<file path="config.mk">
export PLATFORM = sky130hd
export DESIGN_NAME = mem_access_stage
export DESIGN_NICKNAME = d
export VERILOG_FILES = /design/src/rtl/mem_access_stage.sv
export SDC_FILE = /design/constraint.sdc
export NUM_CORES = 1
export LEC_CHECK = 0
export ABC_CLOCK_PERIOD_IN_PS = 5500
export BUFFER_PORTS_ARGS = -buffer_cell sky130_fd_sc_hd__clkbuf_2
export CORE_ASPECT_RATIO = 0.8
export CORE_MARGIN = 2
export CORE_UTILIZATION = 49
export DETAILED_ROUTE_END_ITERATION = 8
export GPL_ROUTABILITY_DRIVEN = 1
export PLACE_DENSITY = 0.8
export SYNTH_ARGS = -nofsm -noshare
export SYNTH_HDL_FRONTEND = slang
export SYNTH_SLANG_ARGS = --single-unit
</file>
<file path="constraint.sdc">
create_clock -name clk -period 5.5 [get_ports clk]
set_input_delay 0.55 -clock clk [delete_from_list [all_inputs] [get_ports clk]]
set_output_delay 0.55 -clock clk [all_outputs]
set_load 0.02 [all_outputs]
</file>
<file path="src/rtl/mem_access_stage.sv">
// Purpose: MEM stage - resolves branches, runs loads/stores on a req/ready data memory, registers MEM/WB.
// Latency: non-access instructions reach MEM/WB in 1 edge; memory accesses take >= 2 cycles (1 + wait states).
// Backpressure: stall holds upstream from the start cycle until mem_ready; optional MEM_MISALIGN_TRAP_EN adds a misalign trap output.
module mem_access_stage #(
  parameter int ADDR_WIDTH = 32
) (
  input  logic                  clk,
  input  logic                  reset,
  input  logic                  valid_in,
  input  logic                  regWrite_in,
  input  logic                  memtoReg_in,
  input  logic                  memWrite_in,
  input  logic                  sb_in,
  input  logic                  lh_in,
  input  logic                  zeroFlag_in,
  input  logic [1:0]            branch_in,
  input  logic [31:0]           readData2_in,
  input  logic [31:0]           ALUresult_in,
  input  logic [4:0]            rd_in,
  output logic                  mem_req,
  output logic                  mem_we,
  output logic [ADDR_WIDTH-1:0] mem_addr,
  output logic [31:0]           mem_wdata,
  output logic [3:0]            mem_wstrb,
  input  logic [31:0]           mem_rdata,
  input  logic                  mem_ready,
  output logic                  stall,
  output logic                  pcSrc,
  output logic                  regWrite,
  output logic                  memtoReg,
  output logic [31:0]           readData,
  output logic [31:0]           ALUresult,
  output logic [4:0]            rd
`ifdef MEM_MISALIGN_TRAP_EN
  ,
  output logic                  misalign
`endif
);

  typedef enum logic {S_IDLE = 1'b0, S_WAIT = 1'b1} state_t;

  state_t      r_state;
  state_t      w_state_nxt;

  // Fields captured at access start; held stable for the whole WAIT phase
  logic        r_we;
  logic        r_sb;
  logic        r_lh;
  logic        r_rw;
  logic        r_m2r;
  logic [31:0] r_alu;
  logic [31:0] r_wd;
  logic [4:0]  r_rd;

  logic        w_access;
  logic        w_start;
  logic        w_misalign;
  logic [15:0] w_half;
  logic [31:0] w_load;

  assign w_access = valid_in & (memtoReg_in | memWrite_in);

`ifdef MEM_MISALIGN_TRAP_EN
  logic w_word;
  // A store's size comes from sb, a load's from lh (store wins when both flags set)
  assign w_word     = memWrite_in ? ~sb_in : ~lh_in;
  assign w_misalign = w_access & ((w_word & (ALUresult_in[1:0] != 2'b00)) |
                                  (~memWrite_in & lh_in & ALUresult_in[0]));
`else
  assign w_misalign = 1'b0;
`endif

  assign w_start = (r_state == S_IDLE) & w_access & ~w_misalign;

  // Gated by reset so the stall drops asynchronously even if EX/MEM still holds an access
  assign stall = ~reset & (w_start | ((r_state == S_WAIT) & ~mem_ready));

  assign pcSrc = valid_in & (((branch_in == 2'b01) & zeroFlag_in) |
                             ((branch_in == 2'b10) & ~zeroFlag_in));

  assign mem_req   = (r_state == S_WAIT);
  assign mem_we    = mem_req & r_we;
  assign mem_addr  = {r_alu[ADDR_WIDTH-1:2], 2'b00};
  assign mem_wdata = r_sb ? {4{r_wd[7:0]}} : r_wd;
  assign mem_wstrb = !mem_we ? 4'h0 : (r_sb ? (4'b0001 << r_alu[1:0]) : 4'hF);

  assign w_half = r_alu[1] ? mem_rdata[31:16] : mem_rdata[15:0];
  assign w_load = r_lh ? {{16{w_half[15]}}, w_half} : mem_rdata;

  // State register
  always_ff @(posedge clk or posedge reset) begin
    if (reset) r_state <= S_IDLE;
    else       r_state <= w_state_nxt;
  end

  // Next-state: IDLE -> WAIT on start, WAIT -> IDLE on mem_ready
  always_comb begin
    w_state_nxt = r_state;
    case (r_state)
      S_IDLE:  if (w_start)   w_state_nxt = S_WAIT;
      S_WAIT:  if (mem_ready) w_state_nxt = S_IDLE;
      default: w_state_nxt = S_IDLE;
    endcase
  end

  // Capture the access fields on the start edge
  always_ff @(posedge clk or posedge reset) begin
    if (reset) begin
      r_we  <= 1'b0;
      r_sb  <= 1'b0;
      r_lh  <= 1'b0;
      r_rw  <= 1'b0;
      r_m2r <= 1'b0;
      r_alu <= 32'h0;
      r_wd  <= 32'h0;
      r_rd  <= 5'h0;
    end else if (w_start) begin
      r_we  <= memWrite_in;
      r_sb  <= memWrite_in & sb_in;
      r_lh  <= ~memWrite_in & lh_in;
      r_rw  <= regWrite_in;
      r_m2r <= memtoReg_in & ~memWrite_in;
      r_alu <= ALUresult_in;
      r_wd  <= readData2_in;
      r_rd  <= rd_in;
    end
  end

  // MEM/WB register: non-access instructions pass in IDLE, accesses land on the mem_ready edge
  always_ff @(posedge clk or posedge reset) begin
    if (reset) begin
      regWrite  <= 1'b0;
      memtoReg  <= 1'b0;
      readData  <= 32'h0;
      ALUresult <= 32'h0;
      rd        <= 5'h0;
    end else if (r_state == S_IDLE) begin
      if (!w_start) begin
        regWrite  <= valid_in & regWrite_in & ~w_misalign;
        memtoReg  <= valid_in & memtoReg_in;
        ALUresult <= ALUresult_in;
        rd        <= rd_in;
      end
    end else if (mem_ready) begin
      regWrite  <= r_rw;
      memtoReg  <= r_m2r;
      ALUresult <= r_alu;
      rd        <= r_rd;
      if (!r_we) readData <= w_load;
    end
  end

`ifdef MEM_MISALIGN_TRAP_EN
  // Trap flag accompanies the MEM/WB slot of the trapped instruction only
  always_ff @(posedge clk or posedge reset) begin
    if (reset)                     misalign <= 1'b0;
    else if (r_state == S_IDLE)    misalign <= w_misalign;
    else if (mem_ready)            misalign <= 1'b0;
  end
`endif

endmodule

</file>
After elaboration in Yosys (flattened, before gate mapping)
Index checks and enable logic that the tools add are counted.
W data, S select, Z words.
{ "word_totals": {"ff_bits": 146, "latchBits": 0, "ramBits": 0, "rom_bits": 0, "in_bits": 113, "output_inout_bits": 143, "wordCells": 63, "mem_count": 0} }
{ "classes": {"addsub": 0, "n_mul": 0, "div": 0, "order_cmp": 0, "eq_ne": 4, "n_shift": 1, "n_mux": 20, "bitwise": 22, "reduce_logical": 2} }
{ "op_table": {"columns": ["operator", "count"], "rows": [
  ["$mux W32", 5],
  ["$mux W16", 1],
  ["$mux W5", 3],
  ["$and A1 B1 Y1", 13],
  ["$mux W1", 8],
  ["$mux W4", 2],
  ["$not A1 Y1", 6],
  ["$ne A2 B2 Y1 const B", 2],
  ["$shl A1 B2 Y4 const A", 1],
  ["$or A1 B1 Y1", 3],
  ["$reduce_and A3 Y1", 1],
  ["$eq A2 B1 Y1 const B", 1],
  ["$eq A2 B2 Y1 const B", 1],
  ["$pmux W1 S2", 1],
  ["$reduce_and A2 Y1", 1]
]} }

Logic depth before layout (Yosys ltp)
Gate-level depths: netlist of the first run.
{ "depth": {"ltp_word": 5, "mapped_depth": 6, "depth_no_buf": 4} }

Least setup slack after synthesis of the first run
OpenSTA, ideal clock, no wires.
{ "synth_timing": {"path_kind": "input -> output", "from": "in branch_in[0]", "to": "out pcSrc", "arrival_ns": 1.518, "required_ns": 4.950, "path_slack_ns": 3.432, "cell_stages": 2, "n_path_buf": 0, "cell_sequence": "or3b_2 a21boi_0"} }
{ "synth_between": {"elab_chain_len": 4, "word_cells_on_any_way": 6, "classes_between": "2 x eq/ne; 4 x bitwise"} }
{ "synth_lines": {"columns": ["item", "line", "source"], "rows": [
  ["start, declared", "16", "input logic [1:0] branch_in,"],
  ["$eq A2 B1 Y1 / $eq A2 B2 Y1 (equally long branches)", "78, 79", null],
  ["$and A1 B1 Y1 (on tied branches)", "78, 79", null],
  ["$or A1 B1 Y1 (*)", "78", "assign pcSrc = valid_in & (((branch_in == 2'b01) & zeroFlag_in) |"],
  ["$and A1 B1 Y1 (*)", "78", null],
  ["end, declared", "28", "output logic pcSrc,"]
]} }
Mark *: on every way between the ends. The rest lies on a longest branch, timed or not.

Final worst setup path of the first run
{ "layout_timing": {"from": "reg r_state (netlist: mem_req)", "to": "out stall"} }
{ "layout_between": {"elab_chain_len": 4, "word_cells_on_any_way": 5, "classes_between": "5 x bitwise"} }
{ "layout_lines": {"columns": ["item", "line", "source"], "rows": [
  ["start, declared", "42", "state_t r_state;"],
  ["start signal, assigned", "93", "else r_state <= w_state_nxt;"],
  ["$not A1 Y1", null, null],
  ["$and A1 B1 Y1", "73", "assign w_start = (r_state == S_IDLE) & w_access & ~w_misalign;"],
  ["$or A1 B1 Y1 (*)", "76", "assign stall = ~reset & (w_start | ((r_state == S_WAIT) & ~mem_ready));"],
  ["$and A1 B1 Y1 (*)", "76", null],
  ["end, declared", "27", "output logic stall,"]
]} }
Marks and branches as above.

==> metrics.txt, run 1 <==
core area=between 0.01 and 0.015 sq mm; sequential area share after synthesis=0.540; Hold Fails Final Rpt=0; placed cell areas=0.00784 sq mm; ys flop type=dfrtp_1; max cap viols=0; chip height=approximately 110 microns; wire per inst=approximately 17 microns; I/O Pins=approximately 260; vias in the first global route=4910; Final #Nets=slightly below 900; # diodes=0; buffer levels on the longest clock path=2; Max IR drop VDD=~0.0003 V; clk_skew=about 4.4 ps; Worst-Margin Slew=roughly 1200 ps; clock insertion delay at the later pin of the skew report=420 ps; synth top area cells=dfrtp_1, mux2_2, buf_4; count of input and output buffers=253; syn_area_per_cell=between 10 and 15 sq um; Cell variety after synth=27; status=completed; EDFF count, synth=0; layout cell share with drive strength beyond 1=0.572; relative slew slack=0.192; initial core utilization=0.501; Power Dens Cells=between 400 and 500 mW/mm^2; Syn Inst Count=between 500 and 600; Antenna Nets Post-Route=0; P_leak=~4.2 nW; RD Place Congestion=roughly 0.87; Final Cycle Share=0.596; Iteration-0 DRC Markers=roughly 160; RSZ-0062 raised after global routing=no; #FFs+latches synth=around 150; list of most frequent post-synthesis cells=dfrtp_1, mux2_2, buf_4, o21ai_0, nand2_1; CP endpoint kind=primary output; CP Max Fanout=46; num rows=38; gr usage total=0.226; final instance area=around 0.0084 sq mm; maximum number of pins on one net before global-route repair=90; die area=between 0.01 and 0.015 sq mm; yosys warns=0; CTS root buf=clkbuf_16; Clock transition at path regs=60 ps; startpoint type of the worst setup path=flip-flop; Overflow after GRT=0; Final setup violation count=0; Synth area leader=dfrtp_1; via/cell ratio=around 5; routed via count=roughly 5000; final setup TNS=0 ps; first-pass GRT wire length=around 25 mm; hold buffer count at CTS=0; initial antenna violation count=0; HP Class=input pin to async pin; HPWL Detailed=11.8 mm; synthesis-to-layout area growth=24.5%; Peak Freq=305 MHz; Slew Viols, Final=0; Setup Buffers After CTS=0; H-Tree Level Count=4; Resized cells post-CTS=0; share of flip-flops with an asynchronous set or reset=1.00; synthesized cell area=0.00676 sq mm; Min Clock Period, post-route=~3300 ps; CTS Buf Count=17; worst reg2reg setup slack=2930 ps; Die W=roughly 140 microns; required time worst endpoint=between 4000 and 5000 ps; Setup CP Type=flip-flop to primary output; DRC errors left=0; CP arrival=2730 ps; drt total wl=16.3 mm; CTS tree=built; Clock Sink Count=roughly 150; top cell type's share of synthesized area=0.540; TritonRoute pass-1 iters=4
report_power, final:
part	switching, mW	internal (mW)
registers	0.217	1.37
logic	0.763	0.520
clock network	0.445	0.656
layout by cell type, fill, tap and decap left out, types with 2 or more instances in the layout:
cell type / n
inv_1: 26
nor2_1: 19
nand2b_1: 20
a22o_1: 2
conb_1: 2
clkinvlp_4: 6
a21oi_1: 5
o21ai_0: 39
clkbuf_8: 3
mux2i_1: 15
nand2_1: 28
a31oi_1: 17
mux2_2: 146
a32o_1: 2
clkinv_2: 3
clkbuf_2: 253
clkbuf_16: 17
inv_6: 2
dfrtp_1: 145
nand3b_1: 2
buf_4: 2
stage by stage:
| step | hold slack [ps] | util | setup slack [ps] | total power, mW | instances |
|---|---|---|---|---|---|
| detailed placement | 476 | 0.581 | 2640 | 2.90 | 915 |
| CTS | 323 | 0.623 | 2170 | 4.02 | 947 |
| global route | 348 | 0.623 | 2030 | 4.19 | 947 |
| global placement | 463 | 0.581 | 2700 | 2.84 | 915 |
| floorplan | 474 | - | 1030 | 2.49 | 552 |
| finish | 287 | 0.623 | 2220 | 3.97 | 947 |
final timing paths:
check                      cells after the start       endpoint             from
max                                            4          stall          mem_req
max reg2reg                                    3  ALUresult[30]          mem_req
max in group asynchronous                      3      r_alu[11]            reset
min reg2reg                                    2    readData[0]      readData[0]
min                                            2  ALUresult[31]            reset
min in group clk                               2        r_wd[8]  readData2_in[8]
per-layer routing:
metal,wire (microns),global-route usage
met1,6660,0.276
met2,8010,0.377
met3,1320,0.0702
met4,295,0.0900
met5,0,0
sequential cells by signal, indices dropped and copies added, names as in the netlist:
signal     count
readData      32
r_m2r          1
rd             5
r_wd          32
r_we           1
memtoReg       1
mem_req        1
ALUresult     32
r_rd           5
r_rw           1
r_alu         32
regWrite       1
r_sb           1
r_lh           1
cells by family (layout without fill, tap and decap cells):
logic type	count (synthesis)	count (layout)	share of synthesized area
AOI/OAI and AO/OA	70	70	0.0594
buffers and inverters	99	314	0.0814
DFF	146	146	0.540
muxes	162	162	0.267
other	1	2	0.000555
and+or+nand+nor	73	73	0.0513
final cells by class:
type	instances	area, sq um
Clock inverter	12	108
Tap cell	180	225
Inverter	27	106
Multi-Input combinational cell	307	2580
Fill cell	1068	5080
Sequential cell	146	3650
Clock buffer	20	467
Timing Repair Buffer	255	1280
critical path, stage by stage, from the launching register on:
cell      delay (ps)
dfrtp_2         1080
mux2_2           520
buf_4            410
nor2_1            80
clkbuf_2         160
Note: power is estimated with default switching activity, not from simulation.
==> run 2: changes to the inputs <==
==> config.mk (replaced) <==
export PLATFORM = sky130hd
export DESIGN_NAME = mem_access_stage
export DESIGN_NICKNAME = d
export VERILOG_FILES = /design/src/rtl/mem_access_stage.sv
export SDC_FILE = /design/constraint.sdc
export NUM_CORES = 1
export LEC_CHECK = 0
export ABC_AREA = 1
export ABC_CLOCK_PERIOD_IN_PS = 3400
export BUFFER_PORTS_ARGS = -buffer_cell sky130_fd_sc_hd__clkbuf_2
export CORE_ASPECT_RATIO = 0.8
export CORE_MARGIN = 2
export CORE_UTILIZATION = 50
export DETAILED_ROUTE_END_ITERATION = 8
export GPL_ROUTABILITY_DRIVEN = 1
export PLACE_DENSITY = 0.81
export SYNTH_ARGS = -nofsm -noshare
export SYNTH_HDL_FRONTEND = slang
export SYNTH_SLANG_ARGS = --single-unit
==> constraint.sdc (replaced) <==
create_clock -name clk -period 3.4 [get_ports clk]
set_input_delay 0.34 -clock clk [delete_from_list [all_inputs] [get_ports clk]]
set_output_delay 0.34 -clock clk [all_outputs]
set_load 0.02 [all_outputs]
==> run 2 against run 1 <==
Effect of this change: global-route usage rose by 3.4 points; flip-flop and latch count did not move; sequential power is 69% higher; combinational power grew 98%; core utilization grew 1.5 points; die area grew 0.89%; clock power grew 84%; register-to-register slack got worse by 1600 ps; synthesized area grew 3.0%; final cell count is 36% higher; largest power group unchanged; highest routed layer unchanged.
==> metrics.txt, run 2 <==
CP Max Fanout=19; chip height=110 microns; synth top area cells=dfrtp_1, nand2_1, o21ai_0; initial core utilization=0.512; Resized cells post-CTS=0; worst reg2reg setup slack=~1300 ps; H-Tree Level Count=4; initial antenna violation count=0; drt total wl=approximately 19 mm; relative slew slack=0.374; Synth area leader=dfrtp_1; xor and xnor area share after synthesis=0; CTS root buf=clkbuf_16; num rows=38; EDFF count, synth=0; sequential area share after synthesis=0.525; startpoint type of the worst setup path=flip-flop; placed insts=approximately 1300; vias in the first global route=roughly 5900; RSZ-0062 raised after global routing=no; yosys warns=0; # diodes=0; synthesis-to-layout area growth=24.6%; clk_skew=~10 ps; final setup TNS=0 ps; reg2reg end=readData[13]; Min Clock Period, post-route=about 2200 ps; status=completed; max cap viols=0; #FFs+latches synth=146; Worst Reg-to-Reg Cells=3; crit path launch=r_sb; Cell variety after synth=17; placed cell areas=~0.008 sq mm; most frequent cell after synthesis=nand2_1; core area=around 0.014 sq mm; DRC errors left=0; largest family of logic cells by synthesized area=simple AND/OR/NAND/NOR gates; Power Dens Cells=approximately 830 mW/mm^2; Hold Fails Final Rpt=0; Overflow after GRT=0; Antenna Nets Post-Route=0; Clock transition at path regs=~60 ps; via/cell ratio=between 4 and 5; CP endpoint kind=primary output; buffer levels on the longest clock path=2; Die W=between 100 and 150 microns; first-pass GRT wire length=slightly below 30 mm; multi-input logic area=between 0.002 and 0.0025 sq mm; list of most frequent post-synthesis cells=nand2_1, dfrtp_1, o21ai_0, inv_1, nor2_1; commonest cells after routing, fill and taps aside=nand2_1, clkbuf_2, dfrtp_1; layout cell share with drive strength beyond 1=0.273; Finished Layout Cells=approximately 1300; Final setup violation count=0; Peak Freq=between 400 and 500 MHz; post-synthesis compound-gate area fraction=0.0970; die area=0.0149 sq mm; CP arrival=1910 ps; Worst-Margin Slew=approximately 940 ps; routed via count=between 6000 and 7000; required time worst endpoint=between 3000 and 4000 ps; Max IR drop VDD=just under 0.0005 V; clock insertion delay at the later pin of the skew report=around 420 ps; CTS tree=built; I/O Pins=256; crit path capture=mem_wdata[14]; final instance area=0.00868 sq mm; wire per inst=about 15 microns; synthesized cell area=0.00696 sq mm; maximum number of pins on one net before global-route repair=about 150; origin of the critical flop-to-flop path=r_lh; Setup Buffers After CTS=0; share of flip-flops with an asynchronous set or reset=1.00; top cell type's share of synthesized area=0.525; post-synthesis adder-cell area fraction=0; ys flop type=dfrtp_1; gr usage total=0.261; RD Place Congestion=between 0.8 and 0.9; syn_area_per_cell=a little under 8 sq um; CTS Buf Count=17; Final #Nets=roughly 1200; hold buffer count at CTS=0; Slew Viols, Final=0; total power=a little over 7 mW; Synth Area in Simple Gates=0.251; count of input and output buffers=roughly 250; Setup CP Type=flip-flop to primary output; hold_ws=between 100 and 150 ps; P_leak=~5 nW; commonest non-fill, non-tap cell in the layout=nand2_1; HPWL Detailed=~13 mm; Fillers=between 1000 and 1500; Register Area=between 0.003 and 0.004 sq mm; HP Class=input pin to flip-flop; post-synthesis mux area share=0; Syn Inst Count=about 900; Final Cycle Share=0.662; Clock Sink Count=between 100 and 150; Iteration-0 DRC Markers=390; TritonRoute pass-1 iters=5
run 2: cell types whose count changed in the layout (fill, tap and decap cells not counted), moves of 34 or more:
cell,previous run,this run
inv_1,26,86
mux2_2,146,0
nand2_1,28,348
nand3_1,0,44
nor2_1,19,53
o21ai_0,39,90
run 2: worst min path at each step:
| stage | start | depth (start not counted) | slack (ps) | to |
|---|---|---|---|---|
| final | readData2_in[0] | 3 | 120 | r_wd[0] |
| after global routing | readData2_in[4] | 3 | 120 | r_wd[4] |
| after CTS | readData2_in[1] | 3 | 110 | r_wd[1] |
| after detailed placement | ALUresult[24] | 2 | 460 | ALUresult[24] |
| after global placement | r_rw | 2 | 450 | r_rw |
| after floorplan | r_rd[4] | 2 | 440 | r_rd[4] |
run 2: kinds of logic (layout without fill, tap and decap cells):
| family | Yosys count | in the layout |
|---|---|---|
| AND/OR/NAND/NOR | 450 | 450 |
| buffers and inverters | 180 | 384 |
| flip-flops | 146 | 146 |
| AO/OA/AOI/OAI | 127 | 127 |
| other | 1 | 2 |
run 2: final cells by class:
cell class              count  area share
clock buffers              20      0.0526
well taps                 180      0.0260
multi-input cells         579       0.283
flip-flops and latches    146       0.421
repair buffers            264       0.158
clock inverters            12      0.0206
inverters                  88      0.0385
run 2: stage by stage:
step            util  setup WS [ps]
3_3_place_gp   0.591           1410
5_1_grt        0.638            957
2_1_floorplan      -            282
6_report       0.638           1150
4_1_cts        0.638           1110
3_5_place_dp   0.591           1360
run 2: power breakdown:
part | leakage [nW] | switching, mW | internal, mW
sequential | 1.77 | 0.376 | 2.31
clock | 0.303 | 0.745 | 1.27
combinational | 2.94 | 1.74 | 0.800
total | 5.01 | 2.86 | 4.38
run 2: worst max-delay path, stage by stage, from the launching register on:
cell      delay, ps
dfrtp_1         710
buf_4           320
nand2_1         130
o21ai_0         110
clkbuf_2        220
run 2: routing by layer:
metal | up-vias | track usage | wire, microns
met5 | - | 0 | 0
met4 | 0 | 0.0640 | 229
met3 | 19 | 0.0793 | 1660
met2 | 302 | 0.433 | 8980
met1 | 2968 | 0.337 | 8010
li1 | 3146 | - | -
